### src/rtl/nmea_pkg.sv
// Shared types and constants for the NMEA sentence framing checker.
package nmea_pkg;

    localparam int unsigned MAX_LEN_DEFAULT = 82;

    localparam logic [7:0] CH_DOLLAR = 8'h24;
    localparam logic [7:0] CH_STAR   = 8'h2A;
    localparam logic [7:0] CH_CR     = 8'h0D;
    localparam logic [7:0] CH_LF     = 8'h0A;

    typedef enum logic [2:0] {
        ST_HUNT  = 3'd0,
        ST_BODY  = 3'd1,
        ST_CK_HI = 3'd2,
        ST_CK_LO = 3'd3,
        ST_CR    = 3'd4,
        ST_LF    = 3'd5
    } state_e;

    typedef enum logic [1:0] {
        ERR_NONE    = 2'b00,
        ERR_CKSUM   = 2'b01,
        ERR_FORMAT  = 2'b10,
        ERR_OVERLEN = 2'b11
    } err_e;

    // Frame termination report carried alongside frame_done.
    typedef struct packed {
        logic ok;
        err_e err;
    } frame_status_t;

endpackage

### src/rtl/nmea_hexnib.sv
// ASCII uppercase hex digit to nibble decoder.
module nmea_hexnib
    import nmea_pkg::*;
(
    input  logic [7:0] char_i,
    output logic [3:0] nib_o,
    output logic       is_hex_o
);

    // '0'-'9' map to their low nibble; 'A'-'F' sit at 0x41..0x46, so add 9.
    always_comb begin
        nib_o    = 4'h0;
        is_hex_o = 1'b0;
        if (char_i >= 8'h30 && char_i <= 8'h39) begin
            nib_o    = char_i[3:0];
            is_hex_o = 1'b1;
        end else if (char_i >= 8'h41 && char_i <= 8'h46) begin
            nib_o    = 4'(char_i[3:0] + 4'd9);
            is_hex_o = 1'b1;
        end
    end

endmodule

### src/rtl/nmea_frame_check.sv
// Inline NMEA sentence checker: forwards frame bytes through a one-entry
// output register and reports checksum/format/length status per frame.
module nmea_frame_check
    import nmea_pkg::*;
#(
    parameter int unsigned MAX_LEN_P = MAX_LEN_DEFAULT
) (
    input  logic        clk_i,
    input  logic        rst_ni,
    input  logic        valid_i,
    input  logic [7:0]  data_i,
    output logic        ready_o,
    output logic        valid_o,
    output logic [7:0]  data_o,
    input  logic        ready_i,
    output logic        frame_done_o,
    output logic        frame_ok_o,
    output logic [1:0]  err_code_o,
    output logic [15:0] good_count_o,
    output logic [15:0] bad_count_o
);

    localparam int unsigned LEN_W = $clog2(MAX_LEN_P + 1);
    localparam int unsigned CNT_W = 16;

    state_e             state_q, state_d;
    logic [7:0]         xor_q, xor_d;
    logic [7:0]         ck_q, ck_d;
    logic [LEN_W-1:0]   len_q, len_d;
    logic               valid_q, valid_d;
    logic [7:0]         data_q, data_d;
    logic               done_q, done_d;
    frame_status_t      status_q, status_d;
    logic [CNT_W-1:0]   good_q, good_d;
    logic [CNT_W-1:0]   bad_q, bad_d;

    logic               accept;
    logic               fwd;
    logic               term;
    frame_status_t      term_status;
    logic [3:0]         nib;
    logic               is_hex;

    nmea_hexnib u_hexnib (
        .char_i   (data_i),
        .nib_o    (nib),
        .is_hex_o (is_hex)
    );

    assign ready_o      = ~valid_q | ready_i;
    assign accept       = valid_i & ready_o;
    assign valid_o      = valid_q;
    assign data_o       = data_q;
    assign frame_done_o = done_q;
    assign frame_ok_o   = status_q.ok;
    assign err_code_o   = status_q.err;
    assign good_count_o = good_q;
    assign bad_count_o  = bad_q;

    // State register and all datapath registers.
    always_ff @(posedge clk_i) begin
        if (!rst_ni) begin
            state_q  <= ST_HUNT;
            xor_q    <= 8'h00;
            ck_q     <= 8'h00;
            len_q    <= '0;
            valid_q  <= 1'b0;
            data_q   <= 8'h00;
            done_q   <= 1'b0;
            status_q <= '{ok: 1'b0, err: ERR_NONE};
            good_q   <= '0;
            bad_q    <= '0;
        end else begin
            state_q  <= state_d;
            xor_q    <= xor_d;
            ck_q     <= ck_d;
            len_q    <= len_d;
            valid_q  <= valid_d;
            data_q   <= data_d;
            done_q   <= done_d;
            status_q <= status_d;
            good_q   <= good_d;
            bad_q    <= bad_d;
        end
    end

    // Frame parser: '$' always restarts, then length limit, then per-state rules.
    always_comb begin
        state_d     = state_q;
        xor_d       = xor_q;
        ck_d        = ck_q;
        len_d       = len_q;
        fwd         = 1'b0;
        term        = 1'b0;
        term_status = '{ok: 1'b0, err: ERR_NONE};

        if (accept) begin
            if (data_i == CH_DOLLAR) begin
                if (state_q != ST_HUNT) begin
                    term            = 1'b1;
                    term_status.err = ERR_FORMAT;
                end
                state_d = ST_BODY;
                xor_d   = 8'h00;
                len_d   = LEN_W'(1);
                fwd     = 1'b1;
            end else if (state_q == ST_HUNT) begin
                state_d = ST_HUNT;
            end else if (len_q >= LEN_W'(MAX_LEN_P)) begin
                term            = 1'b1;
                term_status.err = ERR_OVERLEN;
                state_d         = ST_HUNT;
            end else begin
                len_d = len_q + LEN_W'(1);
                fwd   = 1'b1;
                case (state_q)
                    ST_BODY: begin
                        if (data_i == CH_STAR) begin
                            state_d = ST_CK_HI;
                        end else begin
                            xor_d = xor_q ^ data_i;
                        end
                    end
                    ST_CK_HI: begin
                        if (is_hex) begin
                            ck_d    = {nib, 4'h0};
                            state_d = ST_CK_LO;
                        end else begin
                            term            = 1'b1;
                            term_status.err = ERR_FORMAT;
                            state_d         = ST_HUNT;
                        end
                    end
                    ST_CK_LO: begin
                        if (is_hex) begin
                            ck_d    = {ck_q[7:4], nib};
                            state_d = ST_CR;
                        end else begin
                            term            = 1'b1;
                            term_status.err = ERR_FORMAT;
                            state_d         = ST_HUNT;
                        end
                    end
                    ST_CR: begin
                        if (data_i == CH_CR) begin
                            state_d = ST_LF;
                        end else begin
                            term            = 1'b1;
                            term_status.err = ERR_FORMAT;
                            state_d         = ST_HUNT;
                        end
                    end
                    ST_LF: begin
                        term    = 1'b1;
                        state_d = ST_HUNT;
                        if (data_i != CH_LF) begin
                            term_status.err = ERR_FORMAT;
                        end else if (ck_q == xor_q) begin
                            term_status.ok = 1'b1;
                        end else begin
                            term_status.err = ERR_CKSUM;
                        end
                    end
                    default: begin
                        state_d = ST_HUNT;
                    end
                endcase
            end
        end
    end

    // Output register, status pulse and saturating statistics.
    always_comb begin
        valid_d  = valid_q;
        data_d   = data_q;
        done_d   = term;
        status_d = term_status;
        good_d   = good_q;
        bad_d    = bad_q;

        if (fwd) begin
            valid_d = 1'b1;
            data_d  = data_i;
        end else if (ready_i) begin
            valid_d = 1'b0;
        end

        if (term && term_status.ok && (good_q != {CNT_W{1'b1}})) begin
            good_d = good_q + CNT_W'(1);
        end
        if (term && !term_status.ok && (bad_q != {CNT_W{1'b1}})) begin
            bad_d = bad_q + CNT_W'(1);
        end
    end

endmodule

### config.mk
export PLATFORM = sky130hd
export DESIGN_NAME = nmea_frame_check
export DESIGN_NICKNAME = d
export VERILOG_FILES = /design/src/rtl/nmea_pkg.sv /design/src/rtl/nmea_hexnib.sv /design/src/rtl/nmea_frame_check.sv
export SDC_FILE = /design/constraint.sdc
export NUM_CORES = 1
export LEC_CHECK = 0
export ABC_AREA = 0
export ABC_CLOCK_PERIOD_IN_PS = 3600
export CELL_PAD_IN_SITES_DETAIL_PLACEMENT = 2
export CELL_PAD_IN_SITES_GLOBAL_PLACEMENT = 2
export CORE_ASPECT_RATIO = 1.4
export CORE_MARGIN = 2
export CORE_UTILIZATION = 32
export DETAILED_ROUTE_END_ITERATION = 8
export PLACE_DENSITY_LB_ADDON = 0.1
export SLEW_MARGIN = 30
export SYNTH_ARGS = -nofsm -noshare
export SYNTH_HDL_FRONTEND = slang
export SYNTH_SLANG_ARGS = --single-unit
### constraint.sdc
create_clock -name clk_i -period 3.6 [get_ports clk_i]
set_input_delay 1.08 -clock clk_i [delete_from_list [all_inputs] [get_ports clk_i]]
set_output_delay 1.08 -clock clk_i [all_outputs]
set_load 0.1 [all_outputs]
==> metrics.md <==
| Metric | Value |
|---|---|
| R2R depth | 9 |
| CTS root buffer | clkbuf_16 |
| # fillers | ~1300 |
| Util after Layout | 43.52% |
| Main flop type after synthesis | dfxtp_1 |
| Clock-pin slew on the worst setup and hold paths | 50 ps |
| First-pass GRT wire length | 19590 microns |
| Routed Antenna Nets | 0 |
| Crit path time final | 3351 ps |
| Post-synth EDFFs | 0 |
| Hold Crit Depth | 2 |
| Synth Register Bits | 71 |
| Crit path launch | data_i[0] |
| Multi-input gate area | 2106 sq um |
| Nets | between 500 and 600 |
| Die Y | 130.3 microns |
| Worst Max-Slew Pin Slew | 604.0 ps |
| Final clock skew | 5.188 ps |
| Clk sinks | between 70 and 80 |
| Gate Count Post-Synth | 431 |
| Pwr Total | 1.937 mW |
| Largest net degree at the start of global routing | 46 |
| Ant. Diodes | 0 |
| Routability cong. | just under 0.8 |
| Post-DP Area | roughly 4500 sq um |
| R2r startpoint | len_q[0] |
| CTS Buf Count | 9 |
| Netlist cell types | 55 |
| Critical path arrival | ~3600 ps |
| Syn-to-layout area delta | 34.02% |
| DIE AREA | 12270 sq um |
| Synth warn | 0 |
| Maximum root-to-sink buffer count | 2 |
| Pwr Density | 396.6 nW/um^2 |
| Leakage power figure | 1.894 nW |
| # resized after CTS | 0 |
| Slew Viols, Final | 0 |
| First drt pass iteration count | 4 |
| Overall global routing resource usage | 20.48% |
| Rows | 46 |
| Hold Vio Cnt, Final | 0 |
| Synth area leader | dfxtp_1 |
| Final Cell Area | ~5000 sq um |
| Crit start category | input port |
| Seq/Total Area, Yosys | 39.00% |
| Sequential Area | roughly 1400 sq um |
| Worst IR Drop VDD | 201.1 uV |
| WL met3 | 259 microns |
| Antenna violations before repair | 0 |
| Req. time, crit path | a little under 4000 ps |
| Worst hold path type | register to register |
| H-tree depth | 3 |
| Number of hold buffers added after cts | 0 |
| Total Wirelength | between 10000 and 15000 microns |
| Rel. slew slack | around three fifths |
| Top area cells in the synthesized netlist | dfxtp_1 (39%), nor2_1 (5.1%), xor2_1 (5.0%) |
| DPL Wire Length | 8974 microns |
| Maxcap violations | 0 |
| Mean routed wirelength per cell | 17.84 microns |
| Setup Fix Bufs, Post-CTS | 0 |
| Synth async-reset ratio | 0% |
| Worst hold path startpoint | bad_count_o[9] |
| Share of post-route cells with drive strength above 1 | 23.44% |
| Top cell type's share of synthesized area | between 30% and 40% |
| Vias in the first global route | 3860 |
| CTS tree | done |
| Post-DR vias/cell | 5.284 |
| # IOs | 58 |
| Port Buffer Count | 57 |
| Worst-Skew Late Latency | 340 ps |
| Critical path endpoint category | register |
| Max Fanout on Critical Path | 18 |
| Routed length on met2 | 6704 microns |
| Synthesized area per cell | 8.456 sq um |
| Synthesized cell area | approximately 3600 sq um |
| Post-Synthesis Net Count | 452 |
| Chip width | roughly 94 microns |
| Via count | 3556 |
| RSZ-0062 raised after global routing | no |
| Outcome | complete, no violations |
| Fmax achieved | 298.4 MHz |
| Final Setup Violations | 0 |
| Total grt overflow | 0 |
| DRC | 0 |
| Initial DRC count | a little under 60 |
| Wl on met1 | 4858 microns |
| Area of the core | about 11000 sq um |
| Top sig layer | met4 |
| Crit Path Class | input port to register |
| Initial Util | 32.47% |
| Fin crit share | between 90% and 100% |
## worst paths after layout
check                     endpoint  slack, ps
setup reg to reg  good_count_o[11]        810
hold / removal      bad_count_o[9]        490
hold reg to reg     bad_count_o[9]        490
setup / recovery    bad_count_o[9]        250
## state kept, by name, summed over array words and instances (netlist names)
| name | flops |
|---|---|
| bad_count_o | 16 |
| good_count_o | 16 |
| ck_q | 8 |
| data_o | 8 |
| xor_q | 8 |
| len_q | 7 |
| state_q | 3 |
| err_code_o | 2 |
| frame_done_o | 1 |
| frame_ok_o | 1 |
| valid_o | 1 |
## placed cells by master, fill, tap and decap left out, types with 8 or more instances in the layout
cell type	netlist	final
nand2_1	29	29
or3_1	15	14
nor2_1	50	50
nand4_1	10	10
nor4_1	15	15
xor2_1	21	21
o21bai_1	9	9
a21oi_1	23	22
dfxtp_1	71	71
buf_4	0	89
mux2i_1	16	16
clkdlybuf4s50_1	0	11
nand2b_1	12	11
ha_1	9	9
o21ai_0	18	18
clkbuf_16	0	9
nand3_1	29	29
nor3_1	8	8
inv_1	8	8
## worst max-delay path: stages
cell and delay (ps):
clkdlybuf4s50_1 480, inv_1 140, ha_1 190, nor3b_1 180, nor4b_1 80, buf_4 150
o311ai_2 310, o22ai_1 110, buf_4 210, nor4_1 330, buf_4 180, mux2i_1 160
## per-stage QoR
step	setup WS (ps)	hold WS [ps]	setup TNS (ps)	std cells
final	249.1	492.5	0	673
after global routing	4.144	526.0	0	673
after CTS	140.2	501.6	0	673
after detailed placement	-197.0	489.4	-2599	657
after global placement	-71.08	469.9	-368.8	657
after floorplan	173.8	471.1	0	431
## metal layers
layer	up-vias	global-route usage, %
met2	47	40.04
met1	1760	22.25
met4	0	6.905
met5	-	0
met3	10	2.771
li1	1739	-
## synthesized netlist by cell type, drive strengths merged, types with 3 or more instances
library cell and count:
nor4 15, xor2 21, or3 17, ha 9, buf 7, o21ai 18
o31ai 6, o211ai 5, a21oi 23, nor3 10, clkbuf 13, nand4 10
inv 8, and3 6, dfxtp 71, o21bai 9, nand2 29, nor4b 4
o21a 3, or4 5, a22oi 4, nand2b 12, nand3 30, and2 3
mux2i 16, nor2 50
## kinds of logic after synthesis
family | Yosys count | share of synthesized area [%]
AOI/OAI and AO/OA | 79 | 13.83
xor gates and xnor gates | 22 | 5.287
buffers and inverters | 29 | 3.742
muxes | 17 | 4.703
and+or+nand+nor | 204 | 30.35
DFF | 71 | 39.00
adders and majority gates | 9 | 3.090
## layout make-up
type	count	share of cell area, %
clock buffers	13	5.328
multi-input cells	331	43.11
clock inverters	3	1.332
flip-flops and latches	71	29.10
well taps	144	3.689
inverters	9	0.6916
repair buffers	102	16.75
## report_power, final
group	internal (mW)	total [mW]	switching [mW]	leakage, nW
Clock	0.644	0.989	0.345	0.160
Combinational	0.0554	0.150	0.0950	1.16
Sequential	0.792	0.798	0.00614	0.573
Total	1.49	1.94	0.446	1.89
(Power assumes the default switching activity.)
